File: src/rtl/div_pkg.sv
// Shared types and constants for the sequential signed divider.
package div_pkg;

    localparam int DIV_WIDTH = 32;
    localparam int DIV_CNT_W = 6;
    localparam logic [DIV_WIDTH-1:0] INT_MIN = 32'h8000_0000;

    typedef enum logic [1:0] {
        IDLE = 2'd0,
        RUN  = 2'd1,
        DONE = 2'd2
    } div_state_t;

    // Magnitude of a two's complement value, widened by one bit so that
    // |INT_MIN| is representable.
    function automatic logic [DIV_WIDTH:0] abs_ext(input logic [DIV_WIDTH-1:0] v);
        logic [DIV_WIDTH:0] ext;
        ext = {v[DIV_WIDTH-1], v};
        return v[DIV_WIDTH-1] ? -ext : ext;
    endfunction

endpackage

File: src/rtl/div_step.sv
// One restoring shift/trial-subtract step of the divider (combinational).
// Ports:
//   rem_in   - partial remainder, WIDTH+1 bits
//   quo_in   - dividend/quotient shift register, WIDTH bits
//   divisor  - divisor magnitude, WIDTH+1 bits
//   rem_out  - next partial remainder
//   quo_out  - next quotient shift register (new quotient bit in the LSB)
module div_step
    import div_pkg::*;
#(
    parameter int WIDTH = DIV_WIDTH
) (
    input  logic [WIDTH:0]   rem_in,
    input  logic [WIDTH-1:0] quo_in,
    input  logic [WIDTH:0]   divisor,
    output logic [WIDTH:0]   rem_out,
    output logic [WIDTH-1:0] quo_out
);

    // Trial difference carries one extra bit so its sign is unambiguous.
    logic [WIDTH+1:0] trial;

    assign trial = {rem_in, quo_in[WIDTH-1]} - {1'b0, divisor};

    always_comb begin
        if (trial[WIDTH+1]) begin
            rem_out = {rem_in[WIDTH-1:0], quo_in[WIDTH-1]};
            quo_out = {quo_in[WIDTH-2:0], 1'b0};
        end else begin
            rem_out = trial[WIDTH:0];
            quo_out = {quo_in[WIDTH-2:0], 1'b1};
        end
    end

endmodule

File: src/rtl/div_unit.sv
// Sequential signed 32-bit divider, restoring algorithm, one bit per cycle.
// Ports:
//   clock          - rising-edge clock
//   reset          - asynchronous active-low reset
//   ctrl_DIV       - start pulse; restarts any operation in flight
//   data_operandA  - dividend, sampled on the start edge
//   data_operandB  - divisor, sampled on the start edge
//   data_result    - quotient, held until the next completion
//   data_exception - divide-by-zero or INT_MIN/-1 overflow
//   data_resultRDY - one-cycle completion strobe
//
// state | meaning
// IDLE  | waiting for a start pulse
// RUN   | iterating steps (or one pass-through cycle for a special case)
// DONE  | result registered, ready strobe high this cycle
module div_unit
    import div_pkg::*;
#(
    parameter int WIDTH = DIV_WIDTH
) (
    input  logic             clock,
    input  logic             reset,
    input  logic             ctrl_DIV,
    input  logic [WIDTH-1:0] data_operandA,
    input  logic [WIDTH-1:0] data_operandB,
    output logic [WIDTH-1:0] data_result,
    output logic             data_exception,
    output logic             data_resultRDY
);

    div_state_t           state, state_next;
    logic [DIV_CNT_W-1:0] cnt;
    logic [WIDTH:0]       rem, rem_next;
    logic [WIDTH-1:0]     quo, quo_next;
    logic [WIDTH:0]       div_mag;
    logic                 neg;
    logic                 div_zero;
    logic                 ovf;
    logic                 do_load, do_step, do_finish;
    logic                 last_step;

    div_step #(.WIDTH(WIDTH)) u_step (
        .rem_in  (rem),
        .quo_in  (quo),
        .divisor (div_mag),
        .rem_out (rem_next),
        .quo_out (quo_next)
    );

    assign last_step = div_zero || ovf || (cnt == DIV_CNT_W'(WIDTH));

    always_ff @(posedge clock or negedge reset) begin
        if (!reset) state <= IDLE;
        else        state <= state_next;
    end

    // A start always wins the next state, but the edge that completes an
    // operation still publishes its result even if a new start lands on it.
    always_comb begin
        state_next = state;
        do_load    = 1'b0;
        do_step    = 1'b0;
        do_finish  = 1'b0;
        case (state)
            IDLE: ;
            RUN: begin
                if (last_step) begin
                    do_finish  = 1'b1;
                    state_next = DONE;
                end else if (!ctrl_DIV) begin
                    do_step = 1'b1;
                end
            end
            DONE:    state_next = IDLE;
            default: state_next = IDLE;
        endcase
        if (ctrl_DIV) begin
            do_load    = 1'b1;
            state_next = RUN;
        end
    end

    always_ff @(posedge clock or negedge reset) begin
        if (!reset) begin
            cnt            <= '0;
            rem            <= '0;
            quo            <= '0;
            div_mag        <= '0;
            neg            <= 1'b0;
            div_zero       <= 1'b0;
            ovf            <= 1'b0;
            data_result    <= '0;
            data_exception <= 1'b0;
            data_resultRDY <= 1'b0;
        end else begin
            data_resultRDY <= do_finish;
            if (do_finish) begin
                if (div_zero) begin
                    data_result    <= '0;
                    data_exception <= 1'b1;
                end else if (ovf) begin
                    data_result    <= INT_MIN;
                    data_exception <= 1'b1;
                end else begin
                    data_result    <= neg ? -quo : quo;
                    data_exception <= 1'b0;
                end
            end
            if (do_load) begin
                cnt      <= '0;
                rem      <= '0;
                // 32-bit negation of INT_MIN yields 0x80000000, which is the
                // correct unsigned magnitude 2^31.
                quo      <= data_operandA[WIDTH-1] ? -data_operandA : data_operandA;
                div_mag  <= abs_ext(data_operandB);
                neg      <= data_operandA[WIDTH-1] ^ data_operandB[WIDTH-1];
                div_zero <= (data_operandB == '0);
                ovf      <= (data_operandA == INT_MIN) && (data_operandB == '1);
            end else if (do_step) begin
                cnt <= cnt + DIV_CNT_W'(1);
                rem <= rem_next;
                quo <= quo_next;
            end
        end
    end

endmodule

File: config.mk
export PLATFORM = sky130hd
export DESIGN_NAME = div_unit
export DESIGN_NICKNAME = d
export VERILOG_FILES = /design/src/rtl/div_pkg.sv /design/src/rtl/div_step.sv /design/src/rtl/div_unit.sv
export SDC_FILE = /design/constraint.sdc
export NUM_CORES = 1
export LEC_CHECK = 0
export ABC_AREA = 0
export CORE_MARGIN = 1
export CORE_UTILIZATION = 60
export CTS_BUF_LIST = sky130_fd_sc_hd__clkbuf_2
export CTS_CLUSTER_DIAMETER = 60
export CTS_CLUSTER_SIZE = 40
export DETAILED_ROUTE_END_ITERATION = 16
export HOLD_SLACK_MARGIN = 0.03
export PLACE_DENSITY = 0.84
export SLEW_MARGIN = 10
export SYNTH_ARGS = -nofsm -noshare
export SYNTH_HDL_FRONTEND = slang
export SYNTH_SLANG_ARGS = --single-unit
File: constraint.sdc
create_clock -name clock -period 8.2 [get_ports clock]
set_input_delay 2.46 -clock clock [delete_from_list [all_inputs] [get_ports clock]]
set_output_delay 2.46 -clock clock [all_outputs]
set_load 0.1 [all_outputs]
==> impl_results.md, run 1 <==
* Die area at 0.0167 mm2
* Final-stage net count at 1339
* Most common cell on crit path: or4_1
* First-pass GRT wire length at 37300 um
* # DRC at 0
* Clk_lat worst skew at 0.73 ns
* Final hold violations at 0
* Fraction of registers with async set/reset at 1.00
* CP Cell Sequence: clkdlybuf4s50_1, or4_4, or4_1, or3_1, or4_1, or4_1, o21ai_0, xor2_1, a21oi_1
* Post-DRT Antenna Nets at 0
* Yosys top cell by area: dfrtp_1
* Post-Syn Area per Cell at 8.34 um2
* Post-synthesis cell area at 0.00973 mm2
* Worst slew pin tran at 1.03 ns
* Slew HR at 0.309
* Crit path DAT at 5.86 ns
* VDD IR max at 0.151 mV
* Synth top area cells: dfrtp_1 37%, nand2_1 6.9%, xor2_1 6.7%, o21ai_0 5.6%, ha_1 5.0%
* Lkg Pwr at 5.11 nW
* WL/cell at 15.6 um
* Starting Density at 0.613
* Inserted Clock Buffers at 17
* Routability cong. at 0.903
* Period minus WS final at 5.27 ns
* Worst Path Buf+Inv at 1
* Die Y-Extent at 129 um
* Multi-input gate area at 0.00575 mm2
* HPWL Detailed at 16700 um
* Area grow syn2layout at 15.5%
* Post-synth top area share at 0.368
* Setup_tns at 0 ns
* Clock Tree Root: clkbuf_2
* Area of placed instances at 0.0109 mm2
* Critical path peak fanout at 4
* Antenna violations before repair at 1
* Crit share post-route at 0.642
* Final setup viols at 0
* Die X-Extent at 129 um
* Row Count at 46
* # Max-Cap Violations at 0
* H-tree level count at 4
* Post-synth EDFFs at 0
* Skew final at 0.0272 ns
* Crit-path max cell delay at 0.57 ns
* Port Buffer Count at 100
* Slowest cell on crit path: or4_4
* Mean number of vias per cell at 5.96
* Layout Cells excl Fill at 1461
* FILL cells at 1314
* Hold buffer count at CTS at 0
* YS warnings at 0
* I/O Pins at 101
* Fmax at 0.190 GHz
* Via count at 8704
* CP delay by family, top: simple AND/OR/NAND/NOR gates
* Setup crit start kind: primary input
* FF+latch area at 0.00358 mm2
* # resized after CTS at 0
* TritonCTS Sinks at 143
* Yosys reg bits at 143
* Power density cells at 278 mW/mm2
* Syn_nets at 1274
* First-pass DRT Iterations at 7
* Top FF cell, synth: dfrtp_1
* Post-CTS setup buffers at 0
* Setup Crit Path Kind: primary input to register
* Fin. max-slew vios at 0
* Clock-pin slew of the registers on the worst-case setup and hold paths at 0.20 ns
* RSZ-0062 raised after global routing: no
* Fin area at 0.0112 mm2
* TritonCTS clock tree: yes
* Register area share after synthesis at 0.368
* Cell total after placement at 1429
* Vias in the first global route at 7863
* CTS max path bufs at 2
* Mapped Cells at 1167
* Status: completed
* Fraction of final layout cells sized beyond drive strength 1 at 0.0474
* Largest net degree at the start of global routing at 94
* Hold Crit Class: register to register
* Grt total ovfl at 0
* Req. time, crit path at 8.79 ns
* GRT Util Overall at 0.282
* Routed WL at 22800 um
* Iteration-0 DRC Markers at 735
* Crit. End Element: register
* Synth cell types at 61
* Core area at 0.0159 mm2
-- logic make-up (layout without fill, tap and decap cells) --
logic type / count (synthesis) / in the layout / share of synthesized area
other: 0 / 1 / 0
adders and majority gates: 40 / 40 / 0.0522
muxes: 30 / 30 / 0.0310
and+or+nand+nor: 409 / 409 / 0.197
xor gates and xnor gates: 124 / 124 / 0.112
AOI/OAI and AO/OA: 304 / 304 / 0.196
buffers and inverters: 117 / 194 / 0.0451
DFF: 143 / 143 / 0.368
-- registers in the layout, summed over array words and instances, names as in the netlist --
register,count
div_mag,33
rem,33
data_result,32
quo,32
cnt,6
state,2
data_exception,1
data_resultRDY,1
div_zero,1
neg,1
ovf,1
-- cells in the final DEF (no fill, tap or decap), types with 7 or more instances in the layout --
cell               n
mux2i_1           29
dfrtp_1          143
or4_1             17
o21ai_0          108
nand2_1          179
inv_1             55
or3_1             15
ha_1              39
clkbuf_2          17
buf_4              9
nor4_1             8
o311ai_0           7
a21oi_1           71
nor2b_1            8
bufinv_16          8
o41ai_1           11
a311oi_1          16
clkdlybuf4s50_1   98
nor3_1            15
nand2b_1          11
xnor2_1           49
a21o_1            12
nor2_1            90
nand3_1           17
xor2_1            73
nand4_1           14
a211oi_1          11
o31ai_1           27
and3_1             7
-- tightest hold or removal path, stage by stage, from the launching register on --
cell     delay [ns]
dfrtp_1        0.39
nand2_1        0.04
o21ai_0        0.06
-- per-stage QoR --
stage                util  power, mW  worst slack, ns  hold WS (ns)
floorplan               -       2.13             2.84         0.448
global placement    0.684       2.49             2.25         0.460
detailed placement  0.684       2.53             2.19         0.471
CTS                 0.707       3.12             2.97         0.511
global route        0.708       3.33             2.86         0.528
finish              0.708       3.13             2.93         0.504
-- report_power, final --
| group | internal, mW | switching (mW) | total, mW |
|---|---|---|---|
| Clock | 0.321 | 0.267 | 0.588 |
| Sequential | 0.850 | 0.142 | 0.993 |
| Combinational | 0.552 | 0.992 | 1.54 |
-- area by class of cell --
| class | instances | area share |
|---|---|---|
| tap | 216 | 0.0240 |
| clock buffer | 17 | 0.00757 |
| antenna | 1 | 0.000223 |
| inverter | 55 | 0.0184 |
| clock inverter | 14 | 0.0256 |
| timing repair buffer | 108 | 0.0943 |
| multi-input combinational | 907 | 0.512 |
| sequential | 143 | 0.318 |
-- routing by layer --
| layer | GRT usage | vias to the layer above | wire length [um] |
|---|---|---|---|
| li1 | - | 4266 | - |
| met1 | 0.379 | 4103 | 10300 |
| met2 | 0.458 | 286 | 10700 |
| met3 | 0.0458 | 49 | 1250 |
| met4 | 0.108 | 0 | 538 |
| met5 | 0 | - | 0 |
-- cell usage after synthesis (all sizes together), types with 4 or more instances --
master / n
a211oi: 11
a21o: 12
a21oi: 71
a311oi: 16
a31oi: 5
and2: 5
and3: 7
buf: 8
clkbuf: 54
dfrtp: 143
ha: 39
inv: 55
mux2i: 29
nand2: 179
nand2b: 11
nand3: 17
nand3b: 4
nand4: 14
nor2: 91
nor2b: 8
nor3: 15
nor4: 9
o211ai: 4
o21a: 6
o21ai: 109
o311ai: 7
o31ai: 28
o41ai: 11
or2: 5
or3: 16
or4: 21
xnor2: 50
xor2: 74
-- final timing paths --
kind,startpoint,end,slack [ns],depth (start not counted)
min in group asynchronous,reset,data_result[31],1.76,1
min,data_result[25],data_result[25],0.50,2
max reg2reg,div_mag[1],rem[0],3.77,11
max,data_operandA[8],quo[29],2.93,9
max in group asynchronous,reset,div_mag[19],5.23,2
min reg2reg,data_result[25],data_result[25],0.50,2
No activity file was read; power rests on OpenSTA's default activity.
==> run 2, diff against run 1 <==
--- a/config.mk
+++ b/config.mk
@@ -7,13 +7,13 @@
 export LEC_CHECK = 0
 export ABC_AREA = 0
 export CORE_MARGIN = 1
-export CORE_UTILIZATION = 60
+export CORE_UTILIZATION = 54
 export CTS_BUF_LIST = sky130_fd_sc_hd__clkbuf_2
 export CTS_CLUSTER_DIAMETER = 60
 export CTS_CLUSTER_SIZE = 40
 export DETAILED_ROUTE_END_ITERATION = 16
 export HOLD_SLACK_MARGIN = 0.03
-export PLACE_DENSITY = 0.84
+export PLACE_DENSITY = 0.8
 export SLEW_MARGIN = 10
 export SYNTH_ARGS = -nofsm -noshare
 export SYNTH_HDL_FRONTEND = slang
==> constraint.sdc (replaced) <==
create_clock -name clock -period 4.3 [get_ports clock]
set_input_delay 1.29 -clock clock [delete_from_list [all_inputs] [get_ports clock]]
set_output_delay 1.29 -clock clock [all_outputs]
set_load 0.1 [all_outputs]
==> run 2 against run 1 <==
Effect of this change:
- clock-buffer cell count unchanged
- hold slack got worse by 0.038 ns
- design area grew 3.0%
- worst setup slack got worse by 2.6 ns
- clock skew rose by 0.022 ns
- critical path depth did not move
- first-iteration DRC count down 17%
- sequential power is 89% higher
- sequential share of layout area fell by 0.94 points
- combinational power up 97%
- power up 81%
- clock power rose by 26%
- largest cell class unchanged
==> impl_results.md, run 2 (synthesis results as in run 1) <==
* Crit share post-route at 0.920
* Sequential power share at 0.333
* Die X-Extent at 136 um
* Skew final at 0.0494 ns
* Req. time, crit path at 4.92 ns
* # resized after CTS at 0
* Hold buffer count at CTS at 0
* Final-stage net count at 1401
* Largest net degree at the start of global routing at 102
* Fin area at 0.0116 mm2
* Worst setup margin at 0.342 ns
* Worst-case hold slack at 0.467 ns
* Clk_lat worst skew at 0.77 ns
* Antenna violations before repair at 1
* Critical path peak fanout at 4
* First-pass GRT wire length at 38400 um
* Hold Crit Depth at 1
* Fraction of final layout cells sized beyond drive strength 1 at 0.0933
* Fmax at 0.253 GHz
* Setup Crit Path Kind: primary input to register
* Grt total ovfl at 0
* TritonCTS Sinks at 143
* Routability cong. at 0.872
* Hold Crit Class: register to register
* Area grow syn2layout at 19.0%
* Post-CTS setup buffers at 0
* Int Pwr at 2.94 mW
* FF+latch area at 0.00358 mm2
* Min-delay src: div_zero
* Clock-pin slew of the registers on the worst-case setup and hold paths at 0.26 ns
* Clock Tree Root: clkbuf_2
* Final setup viols at 0
* Multi-input gate area at 0.00574 mm2
* Vias in the first global route at 8125
* Setup crit start kind: primary input
* Via count at 8839
* Period minus WS final at 3.96 ns
* Area of placed instances at 0.0114 mm2
* RSZ-0062 raised after global routing: no
* Pre-CTS setup slack at -0.466 ns
* Worst slew pin tran at 0.973 ns
* H-tree level count at 4
* Pwr Total at 5.66 mW
* Routed WL at 23000 um
* Layout Cells excl Fill at 1533
* HPWL Detailed at 17000 um
* Row Count at 48
* TritonCTS clock tree: yes
* I/O Pins at 101
* Slew HR at 0.349
* Crit. End Element: register
* Inserted Clock Buffers at 17
* Critical R2R Launch: rem[2]
* Hold Path End: data_result[1]
* Comb pwr share at 0.537
* Net Sw Frac at 0.480
* Clock Power Share at 0.130
* CTS max path bufs at 2
* Starting Density at 0.557
* Lkg Pwr at 5.35 nW
* Fin. max-slew vios at 0
* Status: completed
* GRT Util Overall at 0.259
* # Max-Cap Violations at 0
* Cell total after placement at 1500
* FILL cells at 1457
* R2R Setup Slk at 0.59 ns
* Post-DRT Antenna Nets at 0
* Switching Power at 2.72 mW
* Mean number of vias per cell at 5.77
* WL/cell at 15.0 um
* Most frequent cells in the layout: 179 x nand2_1, 143 x dfrtp_1, 108 x o21ai_0
* Iteration-0 DRC Markers at 613
* Final hold violations at 0
* Top Registers: div_mag: 33 flops, rem: 33 flops
* Power density cells at 489 mW/mm2
* Core area at 0.0175 mm2
* Path depth of the worst reg2reg path at 12
* Die area at 0.0186 mm2
* First-pass DRT Iterations at 6
* Port Buffer Count at 100
* Final Core Density at 0.663
* Crit path DAT at 4.58 ns
* Setup_tns at 0 ns
* Worst R2R End: rem[12]
* Most common cell after layout, fill and taps aside: nand2_1
* Die Y-Extent at 136 um
* VDD IR max at 0.351 mV
* # DRC at 0
[run 2: area by class of cell]
class | count | area share
Inverter | 55 | 0.0178
Tap cell | 225 | 0.0243
Multi-Input combinational cell | 907 | 0.495
Clock inverter | 15 | 0.0110
Clock buffer | 17 | 0.00735
Sequential cell | 143 | 0.309
Timing Repair Buffer | 170 | 0.135
Antenna cell | 1 | 0.000216
[run 2: how the worst max path moves through the flow]
stage               to              from  slack [ns]  cells past startpoint
5_1_grt        quo[29]  data_operandA[8]        0.26                      9
6_report       quo[30]  data_operandA[8]        0.34                      9
3_3_place_gp   quo[30]  data_operandA[8]       -0.41                      9
4_1_cts        quo[30]  data_operandA[8]        0.35                      9
2_1_floorplan  quo[30]  data_operandA[8]        0.11                      8
3_5_place_dp   quo[30]  data_operandA[8]       -0.47                      9
[run 2: power groups by stage]
stage	sequential, mW	combinational [mW]	clock, mW
6_report	1.88	3.04	0.738
5_1_grt	1.92	3.34	0.802
4_1_cts	1.88	3.02	0.751
3_5_place_dp	1.90	3.02	0
3_3_place_gp	1.90	2.97	0
2_1_floorplan	2.33	1.74	0
[run 2: layer usage]
layer,GRT usage,up-vias,share of wire
li1,-,4397,-
met1,0.354,4135,0.46
met2,0.427,267,0.46
met3,0.0347,40,0.055
met4,0.0784,0,0.016
met5,0,-,0
[run 2: critical path, stage by stage]
cell and delay [ns]:
clkdlybuf4s50_1 0.42, or4_4 0.57, or4_4 0.43, or3_4 0.40, or4_4 0.50, or4_4 0.53
o31ai_4 0.19, xor2_1 0.18, a21oi_1 0.08
==> run 3, diff against run 2 <==
--- a/config.mk
+++ b/config.mk
@@ -18,3 +18,4 @@
 export SYNTH_ARGS = -nofsm -noshare
 export SYNTH_HDL_FRONTEND = slang
 export SYNTH_SLANG_ARGS = --single-unit
+export TNS_END_PERCENT = 5
==> results of run 3 <==
The final DEF is identical to that of run 2; final timing and power are the same.
